### src/rtl/trisc_datapath_pkg.sv
// Shared widths, opcode and ALU operation encodings for the TRISC datapath.
package trisc_datapath_pkg;

    localparam int unsigned DATA_W = 8;
    localparam int unsigned ADDR_W = 4;

    typedef logic [DATA_W-1:0] data_t;
    typedef logic [ADDR_W-1:0] addr_t;

    typedef enum logic [3:0] {
        OP_NONE = 4'h0,
        OP_INC  = 4'h1,
        OP_CLR  = 4'h2,
        OP_JMP  = 4'h3,
        OP_LDA  = 4'h4,
        OP_STA  = 4'h5,
        OP_ADD  = 4'h6
    } opcode_e;

    typedef enum logic [1:0] {
        ALU_ADD = 2'b00,
        ALU_SUB = 2'b01,
        ALU_AND = 2'b10,
        ALU_OR  = 2'b11
    } alu_op_e;

endpackage

### src/rtl/trisc_datapath_if.sv
// Controller <-> datapath bundle: C-lines, program-load port, decoded flags and visible state.
interface trisc_datapath_if;
    import trisc_datapath_pkg::*;

    logic  C0, C1, C2, C3, C4, C5, C7, C8, C9, C10, C11, C12, C13, C14;
    logic  LoadEn;
    addr_t LoadAddr;
    data_t LoadData;
    logic  INC, CLR, JMP, LDA, STA, ADD;
    addr_t PC;
    data_t ACC;
    data_t MDO;
    logic  Carry;

    modport master (
        output C0, C1, C2, C3, C4, C5, C7, C8, C9, C10, C11, C12, C13, C14,
        output LoadEn, LoadAddr, LoadData,
        input  INC, CLR, JMP, LDA, STA, ADD, PC, ACC, MDO, Carry
    );

    modport slave (
        input  C0, C1, C2, C3, C4, C5, C7, C8, C9, C10, C11, C12, C13, C14,
        input  LoadEn, LoadAddr, LoadData,
        output INC, CLR, JMP, LDA, STA, ADD, PC, ACC, MDO, Carry
    );

endinterface

### src/rtl/trisc_datapath_alu.sv
// Combinational ALU: op(ACC, MDO) with carry-out for ADD and borrow for SUB.
module trisc_alu
    import trisc_datapath_pkg::*;
(
    input  data_t   ACC,
    input  data_t   MDO,
    input  alu_op_e op,
    output data_t   result,
    output logic    carry
);

    logic [DATA_W:0] sum;

    always_comb begin
        result = '0;
        carry  = 1'b0;
        sum    = '0;
        case (op)
            ALU_ADD: begin
                sum    = {1'b0, ACC} + {1'b0, MDO};
                result = sum[DATA_W-1:0];
                carry  = sum[DATA_W];
            end
            ALU_SUB: begin
                result = ACC - MDO;
                carry  = (ACC < MDO);
            end
            ALU_AND: result = ACC & MDO;
            ALU_OR:  result = ACC | MDO;
            default: result = '0;
        endcase
    end

endmodule

### src/rtl/trisc_datapath.sv
// TRISC datapath: PC, IR, MAR, MDO, ACC, ALUBuf, Carry and a 16x8 internal memory.
module trisc_datapath
    import trisc_datapath_pkg::*;
(
    input  logic SysClock,
    input  logic Reset,
    trisc_datapath_if.slave bus
);

    data_t   mem [16];
    addr_t   pc, mar;
    logic [3:0] ir;
    data_t   mdo, acc, alubuf;
    logic    carry;
    data_t   alu_result;
    logic    alu_carry;
    alu_op_e alu_op;

    assign alu_op = alu_op_e'({bus.C12, bus.C13});

    trisc_alu u_alu (
        .ACC    (acc),
        .MDO    (mdo),
        .op     (alu_op),
        .result (alu_result),
        .carry  (alu_carry)
    );

    // Memory is never cleared; reset only blocks a write that lands on a reset edge.
    always_ff @(posedge SysClock or posedge Reset) begin
        if (Reset) begin
            pc     <= '0;
            ir     <= '0;
            mar    <= '0;
            mdo    <= '0;
            acc    <= '0;
            alubuf <= '0;
            carry  <= 1'b0;
        end else begin
            if (bus.LoadEn)
                mem[bus.LoadAddr] <= bus.LoadData;
            else if (bus.C5)
                mem[mar] <= acc;

            if (bus.C0)      pc <= '0;
            else if (bus.C1) pc <= mdo[ADDR_W-1:0];
            else if (bus.C2) pc <= pc + 1'b1;

            if (bus.C0)      ir <= '0;
            else if (bus.C7) ir <= mdo[DATA_W-1:DATA_W-4];

            if (bus.C0)      mar <= '0;
            else if (bus.C4) mar <= bus.C3 ? pc : mdo[ADDR_W-1:0];

            if (bus.C0) mdo <= '0;
            else        mdo <= mem[mar];

            if (bus.C0)       acc <= '0;
            else if (bus.C8)  acc <= '0;
            else if (bus.C11) acc <= bus.C10 ? mdo : alubuf;
            else if (bus.C9)  acc <= acc + 1'b1;

            if (bus.C0) begin
                alubuf <= '0;
                carry  <= 1'b0;
            end else if (bus.C14) begin
                alubuf <= alu_result;
                carry  <= alu_carry;
            end
        end
    end

    always_comb begin
        bus.INC = 1'b0;
        bus.CLR = 1'b0;
        bus.JMP = 1'b0;
        bus.LDA = 1'b0;
        bus.STA = 1'b0;
        bus.ADD = 1'b0;
        case (ir)
            OP_INC:  bus.INC = 1'b1;
            OP_CLR:  bus.CLR = 1'b1;
            OP_JMP:  bus.JMP = 1'b1;
            OP_LDA:  bus.LDA = 1'b1;
            OP_STA:  bus.STA = 1'b1;
            OP_ADD:  bus.ADD = 1'b1;
            default: ;
        endcase
    end

    assign bus.PC    = pc;
    assign bus.ACC   = acc;
    assign bus.MDO   = mdo;
    assign bus.Carry = carry;

endmodule

### src/flat_wrapper.sv
// flat-port wrapper written by rule: the top's interface ports become plain ports
module trisc_datapath_flat import trisc_datapath_pkg::*;
  (SysClock, Reset, bus_C0, bus_C1, bus_C2, bus_C3, bus_C4, bus_C5, bus_C7, bus_C8, bus_C9, bus_C10, bus_C11, bus_C12, bus_C13, bus_C14, bus_LoadEn, bus_LoadAddr, bus_LoadData, bus_INC, bus_CLR, bus_JMP, bus_LDA, bus_STA, bus_ADD, bus_PC, bus_ACC, bus_MDO, bus_Carry);
  trisc_datapath_if bus_i ();
  input  logic SysClock;
  input  logic Reset;
  input wire logic [$bits(bus_i.C0)-1:0] bus_C0;
  input wire logic [$bits(bus_i.C1)-1:0] bus_C1;
  input wire logic [$bits(bus_i.C2)-1:0] bus_C2;
  input wire logic [$bits(bus_i.C3)-1:0] bus_C3;
  input wire logic [$bits(bus_i.C4)-1:0] bus_C4;
  input wire logic [$bits(bus_i.C5)-1:0] bus_C5;
  input wire logic [$bits(bus_i.C7)-1:0] bus_C7;
  input wire logic [$bits(bus_i.C8)-1:0] bus_C8;
  input wire logic [$bits(bus_i.C9)-1:0] bus_C9;
  input wire logic [$bits(bus_i.C10)-1:0] bus_C10;
  input wire logic [$bits(bus_i.C11)-1:0] bus_C11;
  input wire logic [$bits(bus_i.C12)-1:0] bus_C12;
  input wire logic [$bits(bus_i.C13)-1:0] bus_C13;
  input wire logic [$bits(bus_i.C14)-1:0] bus_C14;
  input wire logic [$bits(bus_i.LoadEn)-1:0] bus_LoadEn;
  input wire logic [$bits(bus_i.LoadAddr)-1:0] bus_LoadAddr;
  input wire logic [$bits(bus_i.LoadData)-1:0] bus_LoadData;
  output wire logic [$bits(bus_i.INC)-1:0] bus_INC;
  output wire logic [$bits(bus_i.CLR)-1:0] bus_CLR;
  output wire logic [$bits(bus_i.JMP)-1:0] bus_JMP;
  output wire logic [$bits(bus_i.LDA)-1:0] bus_LDA;
  output wire logic [$bits(bus_i.STA)-1:0] bus_STA;
  output wire logic [$bits(bus_i.ADD)-1:0] bus_ADD;
  output wire logic [$bits(bus_i.PC)-1:0] bus_PC;
  output wire logic [$bits(bus_i.ACC)-1:0] bus_ACC;
  output wire logic [$bits(bus_i.MDO)-1:0] bus_MDO;
  output wire logic [$bits(bus_i.Carry)-1:0] bus_Carry;
  assign bus_i.C0 = bus_C0;
  assign bus_i.C1 = bus_C1;
  assign bus_i.C2 = bus_C2;
  assign bus_i.C3 = bus_C3;
  assign bus_i.C4 = bus_C4;
  assign bus_i.C5 = bus_C5;
  assign bus_i.C7 = bus_C7;
  assign bus_i.C8 = bus_C8;
  assign bus_i.C9 = bus_C9;
  assign bus_i.C10 = bus_C10;
  assign bus_i.C11 = bus_C11;
  assign bus_i.C12 = bus_C12;
  assign bus_i.C13 = bus_C13;
  assign bus_i.C14 = bus_C14;
  assign bus_i.LoadEn = bus_LoadEn;
  assign bus_i.LoadAddr = bus_LoadAddr;
  assign bus_i.LoadData = bus_LoadData;
  assign bus_INC = bus_i.INC;
  assign bus_CLR = bus_i.CLR;
  assign bus_JMP = bus_i.JMP;
  assign bus_LDA = bus_i.LDA;
  assign bus_STA = bus_i.STA;
  assign bus_ADD = bus_i.ADD;
  assign bus_PC = bus_i.PC;
  assign bus_ACC = bus_i.ACC;
  assign bus_MDO = bus_i.MDO;
  assign bus_Carry = bus_i.Carry;
  trisc_datapath u_core (.SysClock(SysClock), .Reset(Reset), .bus(bus_i));
endmodule
### config.mk
export PLATFORM = sky130hd
export DESIGN_NAME = trisc_datapath_flat
export DESIGN_NICKNAME = d
export VERILOG_FILES = /design/src/rtl/trisc_datapath_pkg.sv /design/src/rtl/trisc_datapath_if.sv /design/src/rtl/trisc_datapath_alu.sv /design/src/rtl/trisc_datapath.sv /design/src/flat_wrapper.sv
export SDC_FILE = /design/constraint.sdc
export NUM_CORES = 1
export LEC_CHECK = 0
export BUFFER_PORTS_ARGS = -buffer_cell sky130_fd_sc_hd__buf_2
export CORE_MARGIN = 2
export CORE_UTILIZATION = 52
export CTS_BUF_LIST = sky130_fd_sc_hd__clkbuf_2
export DETAILED_ROUTE_END_ITERATION = 10
export GPL_TIMING_DRIVEN = 0
export PLACE_DENSITY_LB_ADDON = 0.2
export SYNTH_ARGS = -nofsm -noshare
export SYNTH_HDL_FRONTEND = slang
export SYNTH_SLANG_ARGS = --single-unit
### constraint.sdc
create_clock -name SysClock -period 2.7 [get_ports SysClock]
set_input_delay 0.27 -clock SysClock [delete_from_list [all_inputs] [get_ports SysClock]]
set_output_delay 0.27 -clock SysClock [all_outputs]
set_load 0.02 [all_outputs]
Word-level counts from Yosys, hierarchy flattened
Memory sizes are Yosys's and may differ from the RTL's.
Cells that the tools add are included.
{"block": "word_totals", "word_cells": 68, "mem_count": 1, "ff_bits": 37, "inputBits": 29, "ramBits": 128}
{"block": "op_classes", "n_bitwise": 2, "reduce_logical": 10, "magnitude_cmp": 1, "eq_ne": 9, "add_sub_neg": 4, "mux": 34}
{"memory": "u_core.mem", "depth": 16, "width": 8, "rd": 1, "rd_ports_with_merged_regs": 0, "wr": 1, "line_no": "trisc_datapath.sv:10", "text": "data_t mem [16];"}
{"operator": "8-bit 2-to-1 mux", "n": 9}
{"operator": "4-bit 2-to-1 mux", "n": 9}
{"operator": "8-bit one-hot mux with 4 select lines", "n": 1}
{"operator": "1-bit 2-to-1 mux", "n": 14}
{"operator": "4-bit by 3-bit == test with 1-bit output, second input constant", "n": 3}
{"operator": "8-bit by 8-bit adder with 9-bit output", "n": 1}
{"operator": "8-bit by 1-bit adder with 8-bit output, second input constant", "n": 1}
{"operator": "8-bit AND", "n": 1}
{"operator": "4-bit by 2-bit == test with 1-bit output, second input constant", "n": 2}
{"operator": "8-bit less-than comparator", "n": 1}
{"operator": "8-bit bitwise OR", "n": 1}
{"operator": "8-bit OR reduction", "n": 1}
{"operator": "8-bit subtractor", "n": 1}
{"operator": "2-bit nonzero test", "n": 3}
{"operator": "4-bit by 1-bit adder with 4-bit output, second input constant", "n": 1}
{"operator": "2-bit == test, second input constant", "n": 2}
{"operator": "4-bit by 1-bit == test with 1-bit output, second input constant", "n": 1}
{"operator": "4-bit nonzero test", "n": 1}
{"operator": "3-bit nonzero test", "n": 1}
{"operator": "2-bit by 1-bit == test with 1-bit output, second input constant", "n": 1}
{"operator": "1-bit logical AND", "n": 2}
{"operator": "2-bit logical NOT", "n": 1}
{"operator": "1-bit one-hot mux with 2 select lines", "n": 1}
{"operator": "1-bit logical NOT", "n": 1}

Longest topological paths before layout
Gate-level depths: netlist (run 1).
{"block": "logic_depth", "ltp_word": 6, "depth_mapped": 8, "mapped_depth_nobuf": 8}

Modules after synthesis
Synthesis (run 1) repeated with hierarchy kept, for this count alone.
{"block": "hier_totals", "cells_unflattened": 596, "hier_area_um2": 8105.3}
{"module": "trisc_datapath", "n_inst": 1, "cells_each": 439, "seq_area_each_um2": 4769.6, "area_per_inst_um2": 7006.7}
{"module": "trisc_alu", "n_inst": 1, "cells_each": 157, "seq_area_each_um2": 0.0, "area_per_inst_um2": 1098.6}

Worst setup path after synthesis (run 1)
OpenSTA, ideal clock, no wires.
{"block": "synth_timing", "path_kind": "register -> register", "start": "register u_core.acc[0] (netlist: u_core.bus.ACC[0])", "end": "register u_core.carry (netlist: u_core.bus.Carry)", "synth_period_minus_slack_ns": 2.369, "path_stages_with_launch": 8, "t_arrival_ns": 2.231, "required_ns": 2.562, "path_slack_ns": 0.331, "n_path_buf": 0, "path_cell_list": "dfrtp_1 ha_1 fa_1 a211oi_1 o21bai_1 a2111o_1 a31oi_1 a211oi_1"}
{"block": "synth_via", "elab_chain_len": 4}
{"element": "start, declared", "line_no": "trisc_datapath.sv:13", "text": "data_t mdo, acc, alubuf;"}
{"element": "start signal, assigned", "line_no": "trisc_datapath.sv:60", "text": "else if (bus.C11) acc <= bus.C10 ? mdo : alubuf;"}
{"element": "start signal, assigned", "line_no": "trisc_datapath.sv:61", "text": "else if (bus.C9) acc <= acc + 1'b1;"}
{"element": "8-bit by 8-bit adder with 9-bit output or 8-bit less-than comparator (tied branches)", "line_no": "trisc_datapath_alu.sv:20, trisc_datapath_alu.sv:26"}
{"element": "1-bit one-hot mux with 2 select lines (*)", "line_no": "trisc_datapath_alu.sv:18", "text": "case (op)"}
{"element": "1-bit 2-to-1 mux (*)", "line_no": "trisc_datapath.sv:66", "text": "end else if (bus.C14) begin"}
{"element": "1-bit 2-to-1 mux (*)", "line_no": "trisc_datapath.sv:63", "text": "if (bus.C0) begin"}
{"element": "end signal, assigned", "line_no": "trisc_datapath.sv:68", "text": "carry <= alu_carry;"}
{"element": "end, declared", "line_no": "trisc_datapath.sv:14", "text": "logic carry;"}
Every way passes the cells marked *; elsewhere a longest branch is shown, timed or not. The select of a mux whose other input is x is not followed.
A chain may end at the register's enable or synchronous reset.

Final worst setup path (run 1)
{"block": "layout_timing", "start": "input Reset", "end": "memory u_core.mem[5][1] (netlist name) (enable)"}
{"block": "layout_via", "elab_chain_len": 5}
{"element": "start, declared", "line_no": "flat_wrapper.sv:6", "text": "input logic Reset;"}
{"element": "1-bit logical NOT (no line) (*)"}
{"element": "1-bit logical AND (not written as such)", "line_no": "trisc_datapath.sv:43", "text": "mem[mar] <= acc;"}
{"element": "1-bit 2-to-1 mux (not written as such)", "line_no": "trisc_datapath.sv:43"}
{"element": "8-bit OR reduction (no line)"}
{"element": "4-bit 2-to-1 mux (no line) or 1-bit 2-to-1 mux (tied branches)"}
{"element": "end, declared", "line_no": "trisc_datapath.sv:10"}
Every way passes the cells marked *; elsewhere a longest branch is shown, timed or not.

==> results of run 1 <==
## through the flow
step                worst slack [ns]  power (mW)  instance area (um^2)  util [%]  setup TNS, ns
floorplan                      0.331        3.41                  7930         -              0
global placement             -0.0904        3.63                  8410      56.0          -2.26
detailed placement            -0.177        3.65                  8410      56.0          -7.40
CTS                           0.0422        4.93                  8760      58.3              0
global route                 -0.0570        5.12                  8780      58.4         -0.468
finish                       0.00327        4.92                  8780      58.4              0
## routing by layer
layer  vias to the layer above  part of all wire (%)
li1                       2258                     -
met2                       196                    48
met3                        41                   5.2
met1                      2577                    43
met5                         -                     0
met4                         0                   4.0
## state kept, by name (all words and copies together) (netlist names)
register and flops:
u_core.bus.ACC 8, u_core.bus.Carry 1, u_core.alubuf 8, u_core.bus.MDO 8, u_core.ir 4, u_core.bus.PC 4
u_core.mem 128, u_core.mar 4
## kinds of logic (layout without fill, tap and decap cells)
group | count (synthesis) | after routing
flops | 165 | 165
simple gates | 129 | 129
compound gates | 86 | 86
mux | 69 | 69
buf+inv | 57 | 150
fa+ha+maj | 29 | 29
xor+xnor | 14 | 14
## power breakdown
group,total (mW),internal (mW),switching [mW]
combinational,0.731,0.297,0.434
clock,1.30,0.444,0.859
sequential,2.89,2.82,0.0692
total,4.92,3.56,1.36
## worst max path at each step
stage / startpoint / end / depth (start not counted) / slack, ns
3_3_place_gp: bus_LoadEn / u_core.mem[6][2] / 5 / -0.09
6_report: Reset / u_core.mem[5][1] / 6 / 0.003
2_1_floorplan: u_core.bus.ACC[0] / u_core.bus.Carry / 7 / 0.33
5_1_grt: u_core.mar[1] / u_core.mem[7][3] / 5 / -0.06
3_5_place_dp: bus_LoadEn / u_core.mem[6][2] / 5 / -0.18
4_1_cts: u_core.bus.ACC[0] / u_core.bus.Carry / 7 / 0.04
## critical path: stages
cell and delay, ns:
dlygate4sd3_1 0.53, buf_2 0.15, nor3b_2 0.46, clkbuf_1 0.64
a31oi_1 0.29, nor2_1 0.73
## cell type report
class | instances | area share (%)
Tap cell | 188 | 2.68
Clock inverter | 12 | 1.45
Clock buffer | 20 | 1.14
Buffer | 29 | 1.57
Sequential cell | 165 | 54.4
Inverter | 28 | 1.20
Multi-Input combinational cell | 327 | 33.4
Timing Repair Buffer | 61 | 4.16
## cells in the final DEF (no fill, tap or decap), types with 19 or more instances in the layout
cell type,instances
clkbuf_1,19
edfxtp_1,128
mux4_2,41
inv_1,26
nand2_1,21
clkbuf_2,20
dfrtp_1,32
buf_2,51
nor2_1,49
ha_1,27
a211oi_1,29
## repair_timing
action,4_1_cts,5_1_grt
hold buffers,12,0
hold endpoints to repair,57,0
gates resized for setup,0,10
setup endpoints to repair,0,34
==> impl_metrics.json, run 1 <==
{
  "antennaDiodeCount": 0,
  "synth_warnings": 0,
  "start_util_pct": 52.8,
  "die_area_mm2": 0.0163,
  "ys_types": 50,
  "required_ns": 3.07,
  "synthesis.nets": 607,
  "yosys.area_share.simple_pct": 7.84,
  "layout.cells.non_filler": 830,
  "grt_use_total_pct": 24.7,
  "synth-seq-cells": 165,
  "ctsRootBufferMaster": "clkbuf_2",
  "drc": 0,
  "num_vias": 5072,
  "syn-cell-area_mm2": 0.00793,
  "peakVddDrop_v": 0.000397,
  "die_width_um": 128,
  "wl_per_cell_um": 23.1,
  "use_met3_pct": 4.40,
  "portBuffers": 49,
  "synth_compound_area_share_pct": 7.32,
  "synth_top_family_by_area": "multiplexers",
  "first_pass_iters": 7,
  "r2r.worst_path.cells": 5,
  "synth_cells": 549,
  "h-tree-depth": 4,
  "synth_common_cells": "edfxtp_1 (128), nor2_1 (52), mux4_2 (41)",
  "busiest_layer": "met2",
  "num_rows": 45,
  "hold_viol_final": 0,
  "nFillCells": 1203,
  "synth_edf_count": 128,
  "register_area_mm2": 0.00478,
  "min_path_cells": 5,
  "avgSynthCellArea_um2": 14.4,
  "dpl.cell_count": 786,
  "drv_slew": 0,
  "clk_path_buf_depth": 2,
  "area_growth_syn_to_layout_pct": 10.7,
  "rsz0062_at_grt": "true",
  "maxCapViolations": 0,
  "overflow": 0,
  "cp.arrival_ns": 3.07,
  "drtAntennaViolNets": 0,
  "critPathMaxFanout": 10,
  "grt_pass1_wl_um": 29200,
  "slew_headroom_pct": 42.3,
  "io_pins": 56,
  "r2r_slack_ns": 0.14,
  "reg2reg_to": "u_core.mem[10][7]",
  "synth_ff_type": "edfxtp_1",
  "hpwlAfterDp_um": 13700,
  "gp_congestion": 0.891,
  "synth-xor-area-share_pct": 1.55,
  "synthArstFlopShare_pct": 22.4,
  "drt_iter0_drc": 443,
  "fmax_mhz": 371,
  "setup_viol": 0,
  "finClkSkew_ns": 0.0458,
  "min_from": "bus_C0",
  "multi_input_area_mm2": 0.00293,
  "end_kind": "register",
  "first_global_vias": 5000,
  "final_nets": 687,
  "die_h_um": 128,
  "synth_area_leaders": "edfxtp_1 (48%), dfrtp_1 (12%), mux4_2 (12%), ha_1 (4.3%), a211oi_1 (2.8%)",
  "cts_tree": "built",
  "outcome": "complete, no violations",
  "insertion_delay_ns": 0.76,
  "period_share_pct": 99.9,
  "grt_antenna_before_repair": 0,
  "r2r-start": "u_core.mar[1]",
  "cts.sinks": 165,
  "synthAdderAreaFrac_pct": 4.76,
  "use_met2_pct": 38.8,
  "hold_ws_ns": 0.0615,
  "hold_end": "u_core.alubuf[5]",
  "synth.most_common_cell": "edfxtp_1",
  "routed_wl_um": 19200,
  "synth_seq_area_share_pct": 60.1,
  "pwr_density_cell_mw_per_mm2": 560,
  "synth_top_area_cell": "edfxtp_1",
  "min_path_type": "primary input to register",
  "clk_pin_slew_worst_paths_ns": 0.21,
  "drive_gt1_share_pct": 23.8,
  "leakagePower_nw": 3.22,
  "crit_path_start_kind": "primary input",
  "synth_top_area_share_pct": 48.5,
  "core-area_mm2": 0.0150,
  "vias_per_cell": 6.11,
  "synthMuxAreaShare_pct": 15.3,
  "post_cts_buffers": 0,
  "setup.worst_path.class": "primary input to register",
  "grt_max_degree": 38,
  "worstMarginPinSlew_ns": 0.862,
  "final.min_clock_period_ns": 2.70,
  "use_met1_pct": 33.7,
  "cts_buffers": 17
}
No activity file was read; power rests on OpenSTA's default activity.
==> inputs of run 2 (changes only) <==
--- a/config.mk
+++ b/config.mk
@@ -12,6 +12,7 @@
 export DETAILED_ROUTE_END_ITERATION = 10
 export GPL_TIMING_DRIVEN = 0
 export PLACE_DENSITY_LB_ADDON = 0.2
+export RECOVER_POWER = 100
 export SYNTH_ARGS = -nofsm -noshare
 export SYNTH_HDL_FRONTEND = slang
 export SYNTH_SLANG_ARGS = --single-unit
==> constraint.sdc (replaced) <==
create_clock -name SysClock -period 3.14 [get_ports SysClock]
set_input_delay 0.314 -clock SysClock [delete_from_list [all_inputs] [get_ports SysClock]]
set_output_delay 0.314 -clock SysClock [all_outputs]
set_load 0.02 [all_outputs]
==> impl_metrics.json, run 2 (synthesized netlist as in run 1, its figures left out) <==
{
  "outcome": "complete, but fails checks",
  "violations": "capacitance limit, slew limit",
  "pwr-share-comb_pct": 14.6,
  "post_cts_buffers": 0,
  "largest-register": "u_core.mem",
  "clk_path_buf_depth": 2,
  "hpwlAfterDp_um": 13700,
  "first_pass_iters": 5,
  "power_switching_mw": 1.17,
  "fin_util_pct": 58.0,
  "pwr_density_cell_mw_per_mm2": 484,
  "ctsHoldBuffers": 12,
  "cts.sinks": 165,
  "drtAntennaViolNets": 0,
  "first_global_vias": 5000,
  "grt_pass1_wl_um": 29200,
  "worst-path-buf-inv": 2,
  "routed_wl_um": 19100,
  "grt_antenna_before_repair": 0,
  "finClkSkew_ns": 0.0497,
  "clkPwrFrac_pct": 26.6,
  "final_nets": 687,
  "slowest_delay_ns": 0.73,
  "drv_slew": 38,
  "area_growth_syn_to_layout_pct": 9.94,
  "cts_buffers": 17,
  "num_vias": 5063,
  "leakagePower_nw": 3.12,
  "antennaDiodeCount": 0,
  "cp.arrival_ns": 3.09,
  "slew_headroom_pct": -2.28,
  "swShare_pct": 27.7,
  "overflow": 0,
  "die_width_um": 128,
  "drt_iter0_drc": 378,
  "die_area_mm2": 0.0163,
  "start_util_pct": 52.8,
  "tns_ns": 0,
  "grt_use_total_pct": 24.7,
  "core-area_mm2": 0.0150,
  "portBuffers": 49,
  "fmax_mhz": 369,
  "min_path_type": "primary input to register",
  "required_ns": 3.52,
  "final.min_clock_period_ns": 2.71,
  "critPathMaxFanout": 10,
  "end_kind": "register",
  "maxCapViolations": 1,
  "die_h_um": 128,
  "worstMarginPinSlew_ns": 1.53,
  "internal_power_mw": 3.05,
  "postCtsResizedCells": 0,
  "path_common_cell": "clkbuf_1",
  "gp_congestion": 0.891,
  "setup.worst_path.class": "register to register",
  "wl_per_cell_um": 23.0,
  "drc": 0,
  "layout_common_cells": "edfxtp_1 (128), nor2_1 (52), clkbuf_1 (50), mux4_2 (41), dfrtp_1 (37)",
  "peakVddDrop_v": 0.000342,
  "crit_path_start_kind": "register",
  "mostFrequentLayoutCell": "edfxtp_1",
  "rsz0062_at_grt": "false",
  "period_share_pct": 86.3,
  "clk_pin_slew_worst_paths_ns": 0.26,
  "grt_max_degree": 38,
  "h-tree-depth": 4,
  "slowest_stage": "nor2_1",
  "cp_cell_sequence": "clkbuf_1 -> clkbuf_1 -> a31oi_1 -> nor2_1",
  "hold_viol_final": 0,
  "power_frac_seq_pct": 58.9,
  "drive_gt1_share_pct": 16.0,
  "path_delay_family": "buffers and inverters",
  "ctsRootBufferMaster": "clkbuf_2",
  "cts_tree": "built",
  "setup_viol": 0,
  "insertion_delay_ns": 0.76,
  "vias_per_cell": 6.10,
  "largest_reg_flops": 128,
  "io_pins": 56,
  "num_rows": 45
}
## run 2: cell count changes in the layout (fill, tap and decap cells not counted), sizes merged
| cell | before | now |
|---|---|---|
| buf | 59 | 28 |
| clkbuf | 39 | 70 |
## run 2: worst reg2reg max path: stages, from the launching register on
cell      delay [ns]
dfrtp_1         0.38
clkbuf_1        0.40
clkbuf_1        0.52
a31oi_1         0.29
nor2_1          0.73
## run 2: power by group through the flow
stage                     combinational (mW)  sequential (mW)  clock [mW]
final                                  0.615             2.48        1.12
after global routing                   0.674             2.49        1.23
after CTS                              0.625             2.48        1.14
after detailed placement               0.609             2.53           0
after global placement                 0.597             2.52           0
after floorplan                        0.401             2.53           0
## run 2: path summary, 6_finish.rpt
| kind | depth (start not counted) | from | end | slack (ns) |
|---|---|---|---|---|
| setup / recovery | 4 | u_core.mar[2] | u_core.mem[13][6] | 0.43 |
| hold reg to reg | 2 | u_core.alubuf[1] | u_core.alubuf[1] | 0.56 |
| hold / removal | 5 | bus_C0 | u_core.alubuf[5] | 0.10 |
| max in group asynchronous | 3 | Reset | u_core.alubuf[7] | 1.65 |
| min in group asynchronous | 3 | Reset | u_core.mar[1] | 0.57 |
| setup reg to reg | 4 | u_core.mar[2] | u_core.mem[13][6] | 0.43 |
## run 2: cell type report
type | count | area (um^2)
inverter | 28 | 105
clock inverter | 12 | 128
timing repair buffer | 61 | 330
sequential | 165 | 4770
multi-input combinational | 327 | 2920
buffer | 29 | 133
fill | 1226 | 6310
tap | 188 | 235
clock buffer | 20 | 100
## run 2: per-stage QoR
step	area (um^2)	setup WS [ns]	total power, mW	std cells	hold slack, ns
final	8720	0.429	4.22	830	0.104
after global routing	8720	0.234	4.39	830	0.103
after CTS	8760	0.482	4.24	830	0.0560
after detailed placement	8410	0.219	3.14	786	0.517
after global placement	8410	0.306	3.12	786	0.509
after floorplan	7930	0.771	2.93	549	0.465
## run 2: metal layers
metal / up-vias / track usage [%] / share of wire [%] / wire length (um)
met4: 0 / 12.2 / 3.6 / 691
met1: 2574 / 33.7 / 43 / 8220
met5: - / 0 / 0 / 0
met3: 38 / 4.40 / 5.5 / 1050
met2: 186 / 38.8 / 48 / 9140
li1: 2265 / - / - / -
